## src/rtl/mem_arbiter.sv

```systemverilog
// Two-master round-robin arbiter serializing accesses onto a single-port memory.
// Optional ACCESS timeout abort is compiled in with `define MEM_ARB_TIMEOUT_EN.
module mem_arbiter #(
    parameter int ADDR_WIDTH     = 32,
    parameter int DATA_WIDTH     = 32,
    parameter int TIMEOUT_CYCLES = 16
) (
    input  logic                  clk,
    input  logic                  rst,
    input  logic                  m0_rd_en_i,
    input  logic                  m0_wr_en_i,
    input  logic [ADDR_WIDTH-1:0] m0_addr_i,
    input  logic [DATA_WIDTH-1:0] m0_data_i,
    output logic [DATA_WIDTH-1:0] m0_data_o,
    output logic                  m0_ack_o,
    output logic                  m0_err_o,
    input  logic                  m1_rd_en_i,
    input  logic                  m1_wr_en_i,
    input  logic [ADDR_WIDTH-1:0] m1_addr_i,
    input  logic [DATA_WIDTH-1:0] m1_data_i,
    output logic [DATA_WIDTH-1:0] m1_data_o,
    output logic                  m1_ack_o,
    output logic                  m1_err_o,
    output logic                  mem_rd_en_o,
    output logic                  mem_wr_en_o,
    output logic [ADDR_WIDTH-1:0] mem_addr_o,
    output logic [DATA_WIDTH-1:0] mem_data_o,
    input  logic [DATA_WIDTH-1:0] mem_data_i,
    input  logic                  mem_ack_i,
    output logic                  grant_o,
    output logic                  busy_o
);

    typedef enum logic [1:0] {
        IDLE   = 2'd0,
        ACCESS = 2'd1,
        RESP   = 2'd2
    } state_t;

    state_t                state_q, state_d;
    logic                  rr_q, rr_d;
    logic                  grant_q, grant_d;
    logic                  op_wr_q, op_wr_d;
    logic [ADDR_WIDTH-1:0] addr_q, addr_d;
    logic [DATA_WIDTH-1:0] wdata_q, wdata_d;
    logic [DATA_WIDTH-1:0] rdata_q, rdata_d;
    logic                  req0, req1, sel;
    logic                  timeout_hit;

`ifdef MEM_ARB_TIMEOUT_EN
    localparam logic [7:0] TO_LIMIT = 8'(TIMEOUT_CYCLES);
    logic [7:0] cnt_q, cnt_d;
    logic       err_q, err_d;

    // cnt_q counts ACCESS cycles already completed; the limit includes the current one.
    assign timeout_hit = (state_q == ACCESS) && ((cnt_q + 8'd1) == TO_LIMIT);
`else
    assign timeout_hit = 1'b0;
`endif

    assign req0 = m0_rd_en_i | m0_wr_en_i;
    assign req1 = m1_rd_en_i | m1_wr_en_i;
    assign sel  = (req0 && req1) ? rr_q : req1;

    always_comb begin
        state_d = state_q;
        rr_d    = rr_q;
        grant_d = grant_q;
        op_wr_d = op_wr_q;
        addr_d  = addr_q;
        wdata_d = wdata_q;
        rdata_d = rdata_q;
`ifdef MEM_ARB_TIMEOUT_EN
        cnt_d   = cnt_q;
        err_d   = err_q;
`endif
        case (state_q)
            IDLE: begin
`ifdef MEM_ARB_TIMEOUT_EN
                cnt_d = 8'd0;
`endif
                if (req0 || req1) begin
                    grant_d = sel;
                    addr_d  = sel ? m1_addr_i : m0_addr_i;
                    wdata_d = sel ? m1_data_i : m0_data_i;
                    // A simultaneous rd+wr is treated as a write.
                    op_wr_d = sel ? m1_wr_en_i : m0_wr_en_i;
                    rdata_d = '0;
`ifdef MEM_ARB_TIMEOUT_EN
                    err_d   = 1'b0;
`endif
                    state_d = ACCESS;
                end
            end
            ACCESS: begin
`ifdef MEM_ARB_TIMEOUT_EN
                cnt_d = cnt_q + 8'd1;
`endif
                if (mem_ack_i) begin
                    rdata_d = op_wr_q ? '0 : mem_data_i;
                    rr_d    = ~grant_q;
                    state_d = RESP;
                end else if (timeout_hit) begin
                    rdata_d = '0;
                    rr_d    = ~grant_q;
`ifdef MEM_ARB_TIMEOUT_EN
                    err_d   = 1'b1;
`endif
                    state_d = RESP;
                end
            end
            RESP: begin
                state_d = IDLE;
            end
            default: begin
                state_d = IDLE;
            end
        endcase
    end

    always_ff @(posedge clk) begin
        if (rst) begin
            state_q <= IDLE;
            rr_q    <= 1'b0;
            grant_q <= 1'b0;
            op_wr_q <= 1'b0;
            addr_q  <= '0;
            wdata_q <= '0;
            rdata_q <= '0;
        end else begin
            state_q <= state_d;
            rr_q    <= rr_d;
            grant_q <= grant_d;
            op_wr_q <= op_wr_d;
            addr_q  <= addr_d;
            wdata_q <= wdata_d;
            rdata_q <= rdata_d;
        end
    end

`ifdef MEM_ARB_TIMEOUT_EN
    always_ff @(posedge clk) begin
        if (rst) begin
            cnt_q <= 8'd0;
            err_q <= 1'b0;
        end else begin
            cnt_q <= cnt_d;
            err_q <= err_d;
        end
    end
`endif

    assign mem_rd_en_o = (state_q == ACCESS) && !op_wr_q;
    assign mem_wr_en_o = (state_q == ACCESS) &&  op_wr_q;
    assign mem_addr_o  = addr_q;
    assign mem_data_o  = wdata_q;
    assign grant_o     = grant_q;
    assign busy_o      = (state_q != IDLE);

    assign m0_ack_o  = (state_q == RESP) && !grant_q;
    assign m1_ack_o  = (state_q == RESP) &&  grant_q;
    assign m0_data_o = m0_ack_o ? rdata_q : '0;
    assign m1_data_o = m1_ack_o ? rdata_q : '0;

`ifdef MEM_ARB_TIMEOUT_EN
    assign m0_err_o = m0_ack_o && err_q;
    assign m1_err_o = m1_ack_o && err_q;
`else
    assign m0_err_o = 1'b0;
    assign m1_err_o = 1'b0;
`endif

endmodule

```

## config.mk

```make
export PLATFORM = sky130hd
export DESIGN_NAME = mem_arbiter
export DESIGN_NICKNAME = d
export VERILOG_FILES = /design/src/rtl/mem_arbiter.sv
export SDC_FILE = /design/constraint.sdc
export NUM_CORES = 1
export LEC_CHECK = 0
export BUFFER_PORTS_ARGS = -buffer_cell sky130_fd_sc_hd__buf_2
export CORE_AREA = 2 2 118 120
export DETAILED_ROUTE_END_ITERATION = 8
export DIE_AREA = 0 0 120 122
export GPL_TIMING_DRIVEN = 1
export HOLD_SLACK_MARGIN = 0.15
export PLACE_DENSITY = 0.73
export SLEW_MARGIN = 20
export SYNTH_ARGS = -nofsm -noshare
export SYNTH_HDL_FRONTEND = slang
export SYNTH_SLANG_ARGS = --single-unit
```

## constraint.sdc

```tcl
create_clock -name clk -period 1.9 [get_ports clk]
set_input_delay 0.285 -clock clk [delete_from_list [all_inputs] [get_ports clk]]
set_output_delay 0.285 -clock clk [all_outputs]
set_load 0.01 [all_outputs]
```

# Word-level counts from Yosys, hierarchy flattened
# Index checks and enable logic that the tools add are counted.
[op_classes] eq_ne=4 bitwise=3 reduce_logical=15 mux=13
[op_table] op="$mux W32" count=7
[op_table] op="$pmux W32 S2" count=1
[op_table] op="$reduce_and A2 Y1" count=3
[op_table] op="$logic_and A1 B1 Y1" count=5
[op_table] op="$mux W2" count=2
[op_table] op="$ne A2 B2 Y1 const B" count=2
[op_table] op="$pmux W2 S2" count=1
[op_table] op="$reduce_bool A2 Y1" count=2
[op_table] op="$reduce_and A3 Y1" count=1
[op_table] op="$eq A2 B1 Y1 const B" count=1
[op_table] op="$eq A2 B2 Y1 const B" count=1
[op_table] op="$logic_not A1 Y1" count=2
[op_table] op="$logic_not A2 Y1" count=1
[op_table] op="$mux W1" count=2
[op_table] op="$or A1 B1 Y1" count=2
[op_table] op="$logic_or A1 B1 Y1" count=1
[op_table] op="$not A1 Y1" count=1
[totals] output_inout_bits=136 ff_bits=101 input_bits=167

# Longest topological paths before layout
# Gate-level depths: netlist of the first run.
[logic_depth] ltp_word=4 depth_mapped=6 mapped_depth_nobuf=4

# Least setup slack after synthesis of the first run
# No wires, ideal clock.
[synth_timing] kind="register to output" startpoint="register state_q[1]" endpoint="output m0_data_o[22]" t_arrival_ns=1.289 path_stages_with_launch=4 required_ns=1.615 slack_ns=0.326 cell_sequence="dfxtp_1 -> nor3b_1 -> clkbuf_1 -> and2_1"
[synth_via] elab_chain_cells=3
[synth_lines] element="start: declaration" line_no="40" text="state_t state_q, state_d;"
[synth_lines] element="start signal: assignment" line_no="131" text="state_q <= state_d;"
[synth_lines] element="$eq A2 B2 Y1" line_no="160" text="assign m0_ack_o = (state_q == RESP) && !grant_q;"
[synth_lines] element="$logic_and A1 B1 Y1" line_no="160"
[synth_lines] element="named net m0_ack_o" line_no="15" text="output logic m0_ack_o,"
[synth_lines] element="$mux W32" line_no="162" text="assign m0_data_o = m0_ack_o ? rdata_q : '0;"
[synth_lines] element="end: declaration" line_no="14" text="output logic [DATA_WIDTH-1:0] m0_data_o,"
# The timed path passes the listed nets, and every way through them passes these cells.

# Worst setup path in the final report of the first run
[layout_timing] startpoint="register grant_q, in the netlist grant_o" endpoint="output m1_data_o[12]"
[layout_via] elab_chain_cells=2
[layout_lines] element="start: declaration" line_no="42" text="logic grant_q, grant_d;"
[layout_lines] element="start signal: assignment" line_no="133" text="grant_q <= grant_d;"
[layout_lines] element="$logic_and A1 B1 Y1" line_no="161" text="assign m1_ack_o = (state_q == RESP) && grant_q;"
[layout_lines] element="$mux W32" line_no="163" text="assign m1_data_o = m1_ack_o ? rdata_q : '0;"
[layout_lines] element="end: declaration" line_no="21" text="output logic [DATA_WIDTH-1:0] m1_data_o,"
# No other way between the ends.

==> results of run 1 <==
## sequential cells by signal, indices dropped and copies added (netlist names)
signal      flops
rdata_q        32
state_q         2
mem_addr_o     32
op_wr_q         1
rr_q            1
grant_o         1
mem_data_o     32
## worst max-delay path by stage
stage,to,slack [ns],depth (start not counted)
2_1_floorplan,m0_data_o[22],0.33,3
3_3_place_gp,mem_addr_o[6],0.21,5
3_5_place_dp,mem_addr_o[6],0.19,5
4_1_cts,m1_data_o[12],0.01,5
5_1_grt,m1_data_o[12],0.009,4
6_report,m1_data_o[12],0.1,4
## report_power, final
| group | internal (W) | total, W | switching [W] |
|---|---|---|---|
| Sequential | 0.00232 | 0.00245 | 0.000128 |
| Combinational | 0.000598 | 0.00141 | 0.000812 |
| Clock | 0.00123 | 0.00204 | 0.000812 |
## stage by stage
| stage | hold slack (ns) | setup slack (ns) | total power, W | utilization | cell area, sq um |
|---|---|---|---|---|---|
| finish | 0.174 | 0.0999 | 0.00590 | 0.543 | 7340 |
| global route | 0.175 | 0.00912 | 0.00620 | 0.543 | 7340 |
| CTS | 0.159 | 0.0133 | 0.00596 | 0.541 | 7300 |
| detailed placement | 0.492 | 0.189 | 0.00391 | 0.515 | 6950 |
| global placement | 0.483 | 0.214 | 0.00389 | 0.515 | 6950 |
| floorplan | 0.421 | 0.326 | 0.00331 | - | 5280 |
## timing repair
action	CTS	global route
pin swaps	0	0
buffers inserted	0	1
gates resized for setup	6	9
gates cloned	0	2
setup endpoints to repair	57	33
## critical path, stage by stage (launching register included)
cell and delay [ns]:
dfxtp_1 0.43, and3b_1 0.24, buf_12 0.17, and2_1 0.19, buf_2 0.15
## layout by cell type, fill, tap and decap left out, types with 2 or more instances in the layout
cell type    n
a21oi_1     80
a21oi_2     20
a311oi_1    42
a311oi_2    23
and2_1      64
and3b_1      2
buf_12      11
buf_2      299
buf_4        9
buf_6        4
bufinv_16    2
clkbuf_16    9
clkbuf_8     2
conb_1       2
dfxtp_1     99
nand2_1     34
nand3_1     65
nor2_1       2
nor2_4       3
nor3b_1      2
o211ai_1    32
o21ai_0     66
or2_2        2
## routing by layer
| metal | vias up | track usage | part of all wire |
|---|---|---|---|
| met5 | - | 0 | 0 |
| li1 | 2839 | - | - |
| met4 | 0 | 0.101 | 0.029 |
| met2 | 270 | 0.377 | 0.48 |
| met1 | 2675 | 0.281 | 0.40 |
| met3 | 30 | 0.0590 | 0.086 |
## cell type report
class | instances | share of cell area
multi-input combinational | 446 | 0.398
sequential | 101 | 0.276
timing repair buffer | 323 | 0.249
clock buffer | 11 | 0.0344
tap | 180 | 0.0307
clock inverter | 5 | 0.0111
inverter | 1 | 0.000512
## cells by family (layout without fill, tap and decap cells)
group,after synthesis,after routing
compound gates,265,265
simple gates,179,179
flops,101,101
buf+inv,82,340
other cells,1,2
==> qor.csv, run 1 <==
stage,metric,value,unit
grt,initial antenna violation count,0,
cells_and_area,fillcell total,1311,
run_status,status,finished clean,
synth,mux cell area share after synthesis,0,
placement,RD Place Congestion,0.820,
power,P_leak,3.20,nW
synth,most frequent cell after synthesis,dfxtp_1,
synth,synthesis-stage register bit count,101,
cells_and_area,area of the multi-input gates,2920,sq um
cts,clock sink count,101,
routing,total number of vias,5814,
worst_hold_path,Hold Path Depth,3,
worst_setup_path,"Worst Path Class, Setup",flop to primary output,
cts,Clock Tree Buf Depth,2,
synth,ys async rst share,0,
worst_setup_path,FF-to-FF End,mem_data_o[6],
worst_setup_path,largest fanout on the critical path,33,
cts,H-Tree Depth,3,
cells_and_area,Final #Nets,1049,
floorplan,total I/O pin count,303,
routing,drc violations,0,
grt,Tot GR Track Use,0.228,
worst_setup_path,worst reg-to-reg setup slack,0.24,ns
routing,routed wire length,17.6,mm
synth,Synth Area in Compound Gates,0.356,
cts,CTS tree,yes,
worst_setup_path,reg2reg start,state_q[1],
floorplan,die height,122,microns
cts,clock-pin slew on the worst setup and hold paths,0.07,ns
floorplan,Core ar.,13500,sq um
cts,CTS buffer count,9,
cts,clk_lat worst skew,0.35,ns
worst_hold_path,worst hold path endpoint,rdata_q[23],
sta,Final Hold Viols,0,
floorplan,Die X,120,microns
worst_setup_path,worst setup path start,grant_o,
synth,largest family of logic cells by synthesized area,compound AO/OA/AOI/OAI gates,
worst_hold_path,hold path start,mem_data_i[23],
routing,first-pass iteration count of the detailed router,4,
synth,library cells used by synthesis,28,
job,Max Cap Viol,0,
sta,TNS Setup,0,ns
synth,prevailing post-synth register cell,dfxtp_1,
routing,DR WL/cell,16.5,microns
worst_setup_path,Startpoint Class,flop,
sta,Max Freq,556,MHz
sta,"Setup violations, final",0,
routing,DRT antenna net count,0,
sta,RSZ-0062 raised after global routing,no,
grt,vias in the first global route,5288,
worst_setup_path,Worst Path Required,1.62,ns
synth,Synth top cells by count,"dfxtp_1 (101), a21oi_1 (80), o21ai_0 (66), nand3_1 (65), and2_1 (64)",
routing,DRT iter0 DRCs,364,
synth,Synth area leaders,"dfxtp_1 (38%), a21oi_1 (7.6%), and2_1 (7.6%)",
worst_setup_path,Critical Path End Type,primary output,
grt,largest net degree at the start of global routing,68,
worst_hold_path,Hold Path Class,input port to flop,
sta,fin crit share,0.947,
synth,post-synth top area share,0.383,
worst_setup_path,R2R depth,5,
floorplan,num rows,43,
synth,Adder-Cell Fraction of Synth Area,0,
grt,GR Overflow Total,0,
placement,dpl cells,1049,
sta,max-slew violations,0,
cells_and_area,Diodes inserted,0,
synth,xor-xnor portion of the synthesized cell area,0,
synth,register area share after synthesis,0.383,
worst_setup_path,worst path arrival time,1.52,ns
synth,simple-gate area share of the yosys netlist,0.185,
placement,hpwl dp,12.0,mm
power,maximum vdd ir drop,0.000568,V
cells_and_area,register area,2030,sq um
synth,Yosys top cell by area,dfxtp_1,
cts,root buffer selected by CTS,clkbuf_16,
cells_and_area,area delta synth->final,39.0,%
sta,Clock Skew,0.00613,ns
floorplan,Initial Utilization,0.391,
cells_and_area,Final Non-Filler Cells,1067,
cts,"Hold-fix buffers, CTS",0,
grt,first-pass GRT wire length,26.9,mm
synth,YS warnings,0,
routing,Avg Vias per Cell,5.45,
synth,Post-Synthesis Cells,628,
placement,Port Buf Inserts,300,
sta,fin crit period,1.80,ns
synth,synthesized area,5280,sq um
synth,Mean Syn Cell Area,8.41,sq um
cells_and_area,share of cells above drive strength 1,0.445,
synth,number of flops mapped to enable cells by yosys,0,
power,PwrDens,804,nW/um^2
floorplan,Die Area,14600,sq um
Power figures use the tool's default switching activity.
==> inputs of run 2 (changes only) <==
Settings changed: ABC_AREA from default to 1, CORE_AREA 2 2 118 120 to 2 2 119 121, DIE_AREA 0 0 120 122 to 0 0 121 123.
Clock period 1.9 ns to 2.1 ns, I/O delays scaled along.
==> qor.csv, run 2 <==
stage,metric,value,unit
run_status,status,finished clean,
floorplan,die height,123,microns
floorplan,Die Area,14900,sq um
synth,Yosys top cell by area,dfxtp_1,
placement,hpwl dp,12.1,mm
synth,YS warnings,0,
worst_setup_path,reg2reg start,state_q[0],
floorplan,Die X,121,microns
synth,synthesis-stage register bit count,101,
grt,largest net degree at the start of global routing,68,
sta,fin crit share,0.931,
sta,fin crit period,1.95,ns
synth,ys async rst share,0,
worst_setup_path,worst path cell trace,inv_1 -> nor3_4 -> buf_4 -> clkinvlp_4 -> buf_4 -> nor2_1 -> buf_2,
synth,Synth area leaders,"dfxtp_1 (38%), nor2_1 (20%), nand3_1 (12%)",
cells_and_area,area delta synth->final,37.5,%
worst_setup_path,worst setup path start,grant_o,
routing,total number of vias,6185,
worst_hold_path,Hold Path Class,input port to flop,
routing,drc violations,0,
cts,CTS buffer count,9,
synth,prevailing post-synth register cell,dfxtp_1,
placement,Port Buf Inserts,300,
routing,first-pass iteration count of the detailed router,4,
grt,Tot GR Track Use,0.217,
grt,first-pass GRT wire length,25.8,mm
floorplan,total I/O pin count,303,
synth,post-synth top area share,0.376,
power,clock power share,0.302,
cts,root buffer selected by CTS,clkbuf_16,
power,Sw Ratio,0.326,
sta,RSZ-0062 raised after global routing,no,
worst_setup_path,worst path arrival time,1.64,ns
synth,synthesized area,5370,sq um
placement,dpl cells,1347,
cells_and_area,Final Non-Filler Cells,1369,
floorplan,Core ar.,13600,sq um
routing,Avg Vias per Cell,4.52,
floorplan,num rows,43,
sta,Worst-Margin Slew,0.641,ns
sta,Slew Limit Headroom,0.572,
synth,library cells used by synthesis,21,
cts,Clock Tree Buf Depth,2,
sta,Final Hold Viols,0,
cells_and_area,"most common cell after layout, fill and taps aside",buf_2,
sta,Clock Skew,0.00532,ns
cells_and_area,share of cells above drive strength 1,0.296,
job,Max Cap Viol,0,
cells_and_area,Diodes inserted,0,
synth,most frequent cell after synthesis,nor2_1,
routing,DRT iter0 DRCs,370,
cells_and_area,final instance area,7390,sq um
cts,H-Tree Depth,3,
worst_setup_path,Critical Path End Type,primary output,
floorplan,Initial Utilization,0.395,
power,Reg power frac,0.414,
cells_and_area,most frequent cells in the layout,"buf_2 (300), nor2_1 (293), nand2_1 (169)",
cells_and_area,Final #Nets,1351,
power,PwrDens,741,nW/um^2
worst_setup_path,"most used cell, CP",buf_4,
cts,CTS tree,yes,
sta,max-slew violations,0,
cts,"Hold-fix buffers, CTS",0,
cts,clock sink count,101,
synth,register area share after synthesis,0.376,
worst_setup_path,slowest cell delay on critical path,0.41,ns
cts,clock-pin slew on the worst setup and hold paths,0.07,ns
grt,initial antenna violation count,1,
worst_setup_path,Critical Path Sink,m1_data_o[11],
routing,DRT antenna net count,0,
power,combinational share of power,0.283,
power,switching pwr,0.00178,W
routing,routed wire length,16.7,mm
sta,"Setup violations, final",0,
cts,clk_lat worst skew,0.34,ns
sta,Max Freq,512,MHz
synth,Post-Synthesis Cells,915,
routing,DR WL/cell,12.2,microns
placement,Placed Area,7030,sq um
worst_setup_path,"slowest stage cell, crit path",dfxtp_1,
power,maximum vdd ir drop,0.000398,V
synth,Synth top cells by count,"nor2_1 (293), nand2_1 (170), nand3_1 (128), inv_1 (105), dfxtp_1 (101)",
worst_setup_path,largest fanout on the critical path,8,
synth,Mean Syn Cell Area,5.87,sq um
placement,RD Place Congestion,0.786,
worst_setup_path,FF-to-FF End,mem_data_o[15],
worst_setup_path,Worst Path Required,1.78,ns
worst_setup_path,Startpoint Class,flop,
worst_setup_path,worst reg-to-reg setup slack,0.54,ns
sta,TNS Setup,0,ns
synth,number of flops mapped to enable cells by yosys,0,
power,P_leak,4.35,nW
worst_setup_path,R2R depth,7,
grt,GR Overflow Total,0,
power,Int Pwr,0.00369,W
grt,vias in the first global route,5195,
worst_setup_path,"Worst Path Class, Setup",flop to primary output,
## run 2: routing by layer
| metal | up-vias | wire length, microns | GRT usage |
|---|---|---|---|
| met4 | 0 | 369 | 0.0807 |
| met1 | 2643 | 6890 | 0.264 |
| met5 | - | 0 | 0 |
| met2 | 233 | 8010 | 0.370 |
| met3 | 20 | 1430 | 0.0572 |
| li1 | 3289 | - | - |
## run 2: worst min-delay path by stage
stage	from	to	depth (start not counted)	slack, ns
2_1_floorplan	rdata_q[6]	rdata_q[6]	2	0.46
3_3_place_gp	rdata_q[8]	rdata_q[8]	2	0.48
3_5_place_dp	grant_o	rr_q	1	0.48
4_1_cts	m0_data_i[1]	mem_data_o[1]	5	0.23
5_1_grt	m0_addr_i[1]	mem_addr_o[1]	5	0.25
6_report	m0_data_i[24]	mem_data_o[24]	5	0.25
## run 2: power by group through the flow
stage	logic, W	clock network (W)	registers, W
floorplan	0.000897	0	0.00237
global placement	0.00155	0	0.00230
detailed placement	0.00156	0	0.00231
CTS	0.00157	0.00170	0.00227
global route	0.00176	0.00178	0.00229
finish	0.00155	0.00166	0.00227
## run 2: layout make-up
cell class | count | area [sq um]
repair buffers | 321 | 1750
repair inverters | 1 | 7.51
inverters | 110 | 417
well taps | 180 | 225
clock buffers | 14 | 284
clock inverters | 2 | 15.0
multi-input cells | 640 | 2670
fillers | 1414 | 6220
flip-flops and latches | 101 | 2020
## run 2: cell families after synthesis
family	synth area share
AOI/OAI and AO/OA	0.0380
buffers and inverters	0.134
DFF	0.376
other	0.000698
and+or+nand+nor	0.451
## run 2: through the flow
stage	hold WS, ns	setup slack (ns)	power [W]	util
floorplan	0.464	0.426	0.00327	-
global placement	0.482	0.312	0.00385	0.516
detailed placement	0.483	0.272	0.00386	0.516
CTS	0.231	0.000401	0.00554	0.542
global route	0.253	0.0243	0.00584	0.543
finish	0.247	0.145	0.00548	0.543
## run 2: timing repair
| item | CTS | global route |
|---|---|---|
| resized for setup | 4 | 1 |
| setup buffers | 3 | 2 |
| cloned | 1 | 0 |
| pin swaps | 0 | 1 |
| setup endpoints to repair | 32 | 41 |
## run 2: critical path: cells and delay by family, from the launching register on
kind          cells  cell delay [ns]
buf+inv           5             0.65
flops             1             0.41
simple gates      2             0.23
